### config.mk
export PLATFORM = sky130hd
export DESIGN_NAME = sample_fifo
export DESIGN_NICKNAME = d
export VERILOG_FILES = /design/src/rtl/sample_fifo.sv
export SDC_FILE = /design/constraint.sdc
export NUM_CORES = 1
export LEC_CHECK = 0
export CORE_MARGIN = 2
export CORE_UTILIZATION = 52
export CTS_CLUSTER_SIZE = 12
export DETAILED_ROUTE_END_ITERATION = 7
export GPL_TIMING_DRIVEN = 0
export PLACE_DENSITY = 0.73
export RECOVER_POWER = 100
export SYNTH_ARGS = -nofsm -noshare
export SYNTH_HDL_FRONTEND = slang
export SYNTH_SLANG_ARGS = --single-unit
### constraint.sdc
create_clock -name clk -period 2.9 [get_ports clk]
set_input_delay 0.58 -clock clk [delete_from_list [all_inputs] [get_ports clk]]
set_output_delay 0.58 -clock clk [all_outputs]
set_load 0.02 [all_outputs]
### src/rtl/sample_fifo.sv
`default_nettype none
// +------------------------------------------------------------------------+
// | Module   : sample_fifo                                                 |
// | Purpose  : Single-clock FIFO for DW-bit samples with registered read   |
// |            data, occupancy count, full/empty decode, and sticky        |
// |            overflow/underflow flags.                                   |
// | Revision : 1.0  initial release                                        |
// +------------------------------------------------------------------------+
module sample_fifo #(
  parameter int  DW    = 8,
  parameter int  DEPTH = 4,
  localparam int AW    = $clog2(DEPTH)
) (
  input  logic          clk,
  input  logic          rst_n,
  input  logic          wr_en,
  input  logic [DW-1:0] wr_data,
  input  logic          rd_en,
  output logic [DW-1:0] rd_data,
  output logic          rd_valid,
  output logic          full,
  output logic          empty,
  output logic [AW:0]   count,
  output logic          overflow,
  output logic          underflow
);

  localparam logic [AW:0] CNT_FULL = (AW+1)'(DEPTH);

  // Storage array; deliberately left out of reset.
  logic [DW-1:0] mem_q [DEPTH];

  logic [AW-1:0] wr_ptr_q,    wr_ptr_d;
  logic [AW-1:0] rd_ptr_q,    rd_ptr_d;
  logic [AW:0]   count_q,     count_d;
  logic [DW-1:0] rd_data_q,   rd_data_d;
  logic          rd_valid_q,  rd_valid_d;
  logic          overflow_q,  overflow_d;
  logic          underflow_q, underflow_d;

  logic          wr_acc;
  logic          rd_acc;
  logic          full_w;
  logic          empty_w;

  assign full_w  = (count_q == CNT_FULL);
  assign empty_w = (count_q == '0);

  // Accept decisions use pre-edge state; a read frees a slot for a write to a full FIFO.
  always_comb begin
    wr_acc = wr_en & (~full_w | rd_en);
    rd_acc = rd_en & ~empty_w;
  end

  // Next-state for pointers, occupancy, read data and sticky error flags.
  always_comb begin
    wr_ptr_d    = wr_ptr_q;
    rd_ptr_d    = rd_ptr_q;
    rd_data_d   = rd_data_q;
    rd_valid_d  = 1'b0;
    overflow_d  = overflow_q;
    underflow_d = underflow_q;
    count_d     = count_q + (AW+1)'(wr_acc) - (AW+1)'(rd_acc);

    if (wr_acc) begin
      wr_ptr_d = wr_ptr_q + 1'b1;
    end
    if (rd_acc) begin
      rd_ptr_d   = rd_ptr_q + 1'b1;
      rd_data_d  = mem_q[rd_ptr_q];
      rd_valid_d = 1'b1;
    end
    if (wr_en & full_w & ~rd_en) begin
      overflow_d = 1'b1;
    end
    if (rd_en & empty_w) begin
      underflow_d = 1'b1;
    end
  end

  // Control and status registers; reset asserts without waiting for a clock.
  always_ff @(posedge clk or negedge rst_n) begin
    if (!rst_n) begin
      wr_ptr_q    <= '0;
      rd_ptr_q    <= '0;
      count_q     <= '0;
      rd_data_q   <= '0;
      rd_valid_q  <= 1'b0;
      overflow_q  <= 1'b0;
      underflow_q <= 1'b0;
    end else begin
      wr_ptr_q    <= wr_ptr_d;
      rd_ptr_q    <= rd_ptr_d;
      count_q     <= count_d;
      rd_data_q   <= rd_data_d;
      rd_valid_q  <= rd_valid_d;
      overflow_q  <= overflow_d;
      underflow_q <= underflow_d;
    end
  end

  // Memory write; a same-edge read of this slot still sees the old contents.
  always_ff @(posedge clk) begin
    if (wr_acc) begin
      mem_q[wr_ptr_q] <= wr_data;
    end
  end

  assign rd_data   = rd_data_q;
  assign rd_valid  = rd_valid_q;
  assign full      = full_w;
  assign empty     = empty_w;
  assign count     = count_q;
  assign overflow  = overflow_q;
  assign underflow = underflow_q;

endmodule
`default_nettype wire

; Yosys cells after proc, flatten, opt, wreduce, memory -nomap -nowiden
; Memories as Yosys holds them, arrays and structs flattened. A register that Yosys moved wholly into a read port is not among the register bits.
; Index checks and enable logic that the tools add are counted.
[op_classes]
add_sub_neg = 4
eq_ne = 1
muxes = 3
bitwise = 9
reduce_logical = 2
[ops]
columns = operator, n
row1 = AND 1 bit, 5
row2 = "adder 2 x 1 -> 2 bit, second input constant", 2
row3 = adder 3 x 1 -> 3 bit, 1
row4 = "== test 3 bit, second input constant", 1
row5 = logical NOT 3 bit, 1
row6 = two-way mux 1 bit, 3
row7 = inverter 1 bit, 3
row8 = subtractor 3 x 1 -> 3 bit, 1
row9 = logical NOT 1 bit, 1
row10 = bitwise OR 1 bit, 1
[word_totals]
reg_bits = 10
ramBits = 32
in_bits = 12
out_inout_bits = 16
n_memories = 1
[memory_table]
columns = memory, depth, word_bits, read_ports, rd_clocked_by_memory_dff, write_ports, line
row1 = mem_q, 4, 8, 1, 1, 1, 31  ; logic [DW-1:0] mem_q [DEPTH];

; Logic depth before layout (Yosys ltp)
[depth]
word_depth = 6
depth_mapped = 9

; Worst setup path after synthesis
; OpenSTA, ideal clock, no wires.
[synth_timing]
path_kind = flip-flop to flip-flop
startpoint = reg count_q[1], in the netlist count[1]
endpoint = reg count_q[2], in the netlist count[2]
arrival_time_ps = 2274
path_slack_ps = 503
path_stages_with_launch = 9
n_path_buf = 0
synth_period_minus_slack_ps = 2397
cell_sequence = dfrtp_1 -> o31ai_4 -> inv_4 -> ha_1 -> inv_1 -> ha_1 -> fa_1 -> xnor2_1 -> xnor2_1
[synth_lines]
columns = element, line
row1 = start: declaration, 35  ; logic [AW:0] count_q, count_d;
row2 = start signal: assignment, 94  ; count_q <= count_d;
row3 = logical NOT 3 bit, 47  ; assign empty_w = (count_q == '0);
row4 = inverter 1 bit, 52  ; rd_acc = rd_en & ~empty_w;
row5 = AND 1 bit, 52
row6 = via rd_acc, 42  ; logic rd_acc;
row7 = subtractor 3 x 1 -> 3 bit, 63  ; count_d = count_q + (AW+1)'(wr_acc) - (AW+1)'(rd_acc);
row8 = via count_d[2], 35
; The timed path passes the listed nets, and every way through them passes these cells.
; A chain may end at the register's enable or synchronous reset.

; Worst setup path after layout
[layout_timing]
startpoint = in rd_en
endpoint = reg count_q[2], in the netlist count[2]
[layout_between]
elab_chain_len = 4
[layout_rtl]
columns = element, line
row1 = start: declaration, 18  ; input logic rd_en,
row2 = bitwise OR 1 bit, 51  ; wr_acc = wr_en & (~full_w | rd_en);
row3 = AND 1 bit, 51
row4 = adder 3 x 1 -> 3 bit, 63
row5 = subtractor 3 x 1 -> 3 bit (*), 63
row6 = via count_d[2], 35
; Mark *: on every way through the listed nets, which the timed path passes. The rest lies on a longest branch.

==> impl_metrics.prom <==
# TYPE chip_impl_metric gauge
chip_impl_info{name="run_status",value="finished clean"} 1
chip_impl_metric{name="finalWorstPathRequiredPeriod",unit="ps"} 2650
chip_impl_metric{name="worst_hold_slack",unit="ps"} 453
chip_impl_metric{name="synth-seq-area-share",unit=""} 0.712
chip_impl_metric{name="std_cell_rows",unit=""} 22
chip_impl_metric{name="synth.top_cell.area_share",unit=""} 0.485
chip_impl_metric{name="clk_latency",unit="ps"} 290
chip_impl_metric{name="drt_pass1_iterations",unit=""} 3
chip_impl_info{name="hp-class",value="flop to flop"} 1
chip_impl_metric{name="drive_gt1_frac",unit=""} 0.126
chip_impl_metric{name="slowest_delay",unit="ps"} 600
chip_impl_metric{name="wire_per_inst",unit="um"} 15.3
chip_impl_info{name="synth.area.top_cells",value="sky130_fd_sc_hd__edfxtp_1 (48%), sky130_fd_sc_hd__dfrtp_1 (23%), sky130_fd_sc_hd__mux4_2 (9.1%)"} 1
chip_impl_metric{name="final-setup-viol-count",unit=""} 0
chip_impl_info{name="end_kind",value="flop"} 1
chip_impl_metric{name="drt_first_iter_violations",unit=""} 43
chip_impl_metric{name="ctsLongestPathBuffers",unit=""} 2
chip_impl_metric{name="timing.max_cap.violations",unit=""} 0
chip_impl_metric{name="clk_transition_reported_paths",unit="ps"} 80
chip_impl_metric{name="postSynthRegisterBits",unit=""} 50
chip_impl_metric{name="post_dp_area",unit="um2"} 2310
chip_impl_metric{name="dr_total_vias",unit=""} 1028
chip_impl_metric{name="hold_violations",unit=""} 0
chip_impl_metric{name="die_height",unit="um"} 65.7
chip_impl_metric{name="cts_hold_buffers",unit=""} 0
chip_impl_metric{name="synth.net_count",unit=""} 135
chip_impl_metric{name="wire_length_of_the_first_global_routing_pass",unit="um"} 5000
chip_impl_metric{name="final_cell_utilization_of_the_core",unit=""} 0.653
chip_impl_metric{name="worst_setup_skew_after_layout",unit="ps"} 2.28
chip_impl_metric{name="design.core.area",unit="um2"} 3660
chip_impl_metric{name="cts_post_setup_buffers_inserted",unit=""} 0
chip_impl_metric{name="dieArea",unit="um2"} 4320
chip_impl_info{name="cts_tree",value="yes"} 1
chip_impl_info{name="clock_tree.root_cell",value="sky130_fd_sc_hd__clkbuf_8"} 1
chip_impl_info{name="reg2reg_from",value="count[1]"} 1
chip_impl_metric{name="fmax",unit="GHz"} 0.378
chip_impl_metric{name="cp_max_fo",unit=""} 7
chip_impl_metric{name="grt_max_degree",unit=""} 19
chip_impl_metric{name="min_period_over_period",unit=""} 0.912
chip_impl_metric{name="die-width",unit="um"} 65.7
chip_impl_metric{name="synth_area_per_cell",unit="um2"} 17.1
chip_impl_metric{name="postLayoutCellArea",unit="um2"} 2390
chip_impl_metric{name="power_density",unit="nW/um2"} 983
chip_impl_metric{name="leakage",unit="nW"} 0.927
chip_impl_metric{name="post-dp-hpwl",unit="um"} 2070
chip_impl_metric{name="groute.usage.overall",unit=""} 0.164
chip_impl_info{name="worst_hold_startpoint",value="underflow"} 1
chip_impl_metric{name="syn_inst",unit=""} 116
chip_impl_metric{name="via_count_of_the_first_global_routing_pass",unit=""} 1054
chip_impl_info{name="r2r_end",value="count[2]"} 1
chip_impl_metric{name="nNetsFinal",unit=""} 169
chip_impl_metric{name="postRouteAntennaNets",unit=""} 0
chip_impl_metric{name="detail_route.wirelength",unit="um"} 3050
chip_impl_metric{name="n_antenna_cell",unit=""} 0
chip_impl_info{name="worstPathCellList",value="clkdlybuf4s50_1, nor4b_4, nor2b_2, inv_1, ha_1, inv_1, ha_1, fa_1, xnor2_1, xnor2_1"} 1
chip_impl_metric{name="antenna_found_initial",unit=""} 0
chip_impl_metric{name="cts-buffers-inserted",unit=""} 5
chip_impl_metric{name="htree_num_levels",unit=""} 2
chip_impl_metric{name="postCtsResizedCells",unit=""} 0
chip_impl_metric{name="synthesis.area",unit="um2"} 1980
chip_impl_metric{name="arrival",unit="ps"} 2860
chip_impl_metric{name="drc",unit=""} 0
chip_impl_metric{name="worst_slew_margin_rel",unit=""} 0.441
chip_impl_metric{name="warnings_from_yosys",unit=""} 0
chip_impl_metric{name="place.gp.congestion",unit=""} 0.717
chip_impl_metric{name="final-max-slew-violation-count",unit=""} 0
chip_impl_metric{name="global_route.overflow_total",unit=""} 0
chip_impl_metric{name="rr_worst_depth",unit=""} 8
chip_impl_metric{name="vdd_ir_drop_max",unit="uV"} 444
chip_impl_metric{name="floorplan.initialDensity",unit=""} 0.541
chip_impl_info{name="worstSetupPathType",value="primary input to flop"} 1
chip_impl_metric{name="placement.io_buffers",unit=""} 27
chip_impl_metric{name="worst_hold_path.num_cells",unit=""} 1
chip_impl_info{name="rsz0062_at_grt",value="false"} 1
chip_impl_metric{name="clock_sink_count",unit=""} 50
chip_impl_metric{name="regToRegSetupSlack",unit="ps"} 300
chip_impl_info{name="synth_top_area_cell",value="sky130_fd_sc_hd__edfxtp_1"} 1
chip_impl_metric{name="required",unit="ps"} 3110
chip_impl_metric{name="synthDistinctLibCells",unit=""} 20
chip_impl_metric{name="num_io_pins",unit=""} 28
chip_impl_info{name="critPathSlowestCell",value="sky130_fd_sc_hd__clkdlybuf4s50_1"} 1
chip_impl_metric{name="via_per_inst",unit=""} 5.17
chip_impl_metric{name="worst-slew-pin-transition",unit="ps"} 836
chip_impl_metric{name="area_delta_synth_final",unit="%"} 20.6
chip_impl_info{name="hold-path-endpoint",value="underflow"} 1
chip_impl_info{name="kind_of_launch_point_of_the_worst_setup_path",value="primary input"} 1
-- worst max-delay path by stage --
stage	startpoint	to	depth (start not counted)
after global routing	rd_en	count[2]	10
after detailed placement	rd_en	count[2]	10
after CTS	count[1]	count[2]	8
final	rd_en	count[2]	10
after global placement	rd_en	count[2]	10
after floorplan	count[1]	count[2]	8
-- where the power goes --
| group | internal [mW] | switching, mW | total (mW) |
|---|---|---|---|
| sequential | 0.984 | 0.116 | 1.10 |
| clock | 0.168 | 0.200 | 0.368 |
| combinational | 0.412 | 0.469 | 0.881 |
-- cells in the final DEF (no fill, tap or decap) --
master and n:
sky130_fd_sc_hd__clkbuf_1 3, sky130_fd_sc_hd__inv_1 6, sky130_fd_sc_hd__mux4_2 8, sky130_fd_sc_hd__buf_2 1
sky130_fd_sc_hd__nor3b_1 1, sky130_fd_sc_hd__xnor2_1 5, sky130_fd_sc_hd__fa_1 1, sky130_fd_sc_hd__nor2b_2 1
sky130_fd_sc_hd__inv_4 1, sky130_fd_sc_hd__nor3_1 1, sky130_fd_sc_hd__dlygate4sd3_1 25, sky130_fd_sc_hd__and2_0 4
sky130_fd_sc_hd__a21o_1 2, sky130_fd_sc_hd__dfrtp_1 18, sky130_fd_sc_hd__edfxtp_1 32, sky130_fd_sc_hd__clkdlybuf4s50_1 2
sky130_fd_sc_hd__ha_1 6, sky130_fd_sc_hd__mux2_2 1, sky130_fd_sc_hd__nor4b_4 1, sky130_fd_sc_hd__o31ai_4 1
sky130_fd_sc_hd__clkbuf_8 5, sky130_fd_sc_hd__nand2_1 25, sky130_fd_sc_hd__clkinv_1 1
-- cells in the mapped netlist --
master	number
sky130_fd_sc_hd__a21o_1	2
sky130_fd_sc_hd__and2_1	4
sky130_fd_sc_hd__buf_2	1
sky130_fd_sc_hd__clkbuf_1	1
sky130_fd_sc_hd__dfrtp_1	18
sky130_fd_sc_hd__edfxtp_1	32
sky130_fd_sc_hd__fa_1	1
sky130_fd_sc_hd__ha_1	6
sky130_fd_sc_hd__inv_1	6
sky130_fd_sc_hd__inv_4	1
sky130_fd_sc_hd__mux2_2	1
sky130_fd_sc_hd__mux4_2	8
sky130_fd_sc_hd__nand2_1	24
sky130_fd_sc_hd__nand2_2	1
sky130_fd_sc_hd__nor2b_2	1
sky130_fd_sc_hd__nor3_1	1
sky130_fd_sc_hd__nor3b_1	1
sky130_fd_sc_hd__nor4b_4	1
sky130_fd_sc_hd__o31ai_4	1
sky130_fd_sc_hd__xnor2_1	5
-- sequential cells by signal (all words and copies together), names as in the netlist --
name	count
count	3
mem_q	32
overflow	1
rd_data	8
rd_ptr_q	2
rd_valid	1
underflow	1
wr_ptr_q	2
-- metrics by stage --
| stage | TNS [ps] | cells | power (mW) | setup WS [ps] |
|---|---|---|---|---|
| floorplan | 0 | 116 | 1.70 | 503 |
| global placement | 0 | 191 | 2.02 | 19.0 |
| global route | 0 | 199 | 2.51 | 126 |
| detailed placement | -35.1 | 191 | 2.07 | -35.1 |
| CTS | 0 | 199 | 2.44 | 224 |
| finish | 0 | 199 | 2.35 | 254 |
-- worst max-delay path, delay by kind of cell --
| kind | cells | cell delay [ps] |
|---|---|---|
| xor+xnor | 2 | 340 |
| fa+ha+maj | 3 | 870 |
| buf+inv | 3 | 730 |
| simple gates | 2 | 330 |
-- layout make-up --
| cell class | instances | area, um2 |
|---|---|---|
| repair buffers | 27 | 270 |
| clock buffers | 7 | 76.3 |
| well taps | 48 | 60.1 |
| clock inverters | 1 | 3.75 |
| multi-input cells | 57 | 531 |
| inverters | 7 | 28.8 |
| flip-flops and latches | 50 | 1410 |
| plain buffers | 2 | 8.76 |
| fillers | 253 | 1270 |
-- logic make-up after synthesis --
logic type / share of synthesized area
mux: 0.0966
xor+xnor: 0.0221
fa+ha+maj: 0.0480
compound gates: 0.0183
simple gates: 0.0840
flops: 0.712
buf+inv: 0.0189
-- metal layers --
metal,vias to the layer above,GRT usage,part of all wire
li1,483,-,-
met1,514,0.198,0.43
met2,24,0.290,0.52
met3,7,0.0342,0.040
met4,0,0.0547,0.011
met5,-,0,0
Note: power is estimated with default switching activity, not from simulation.
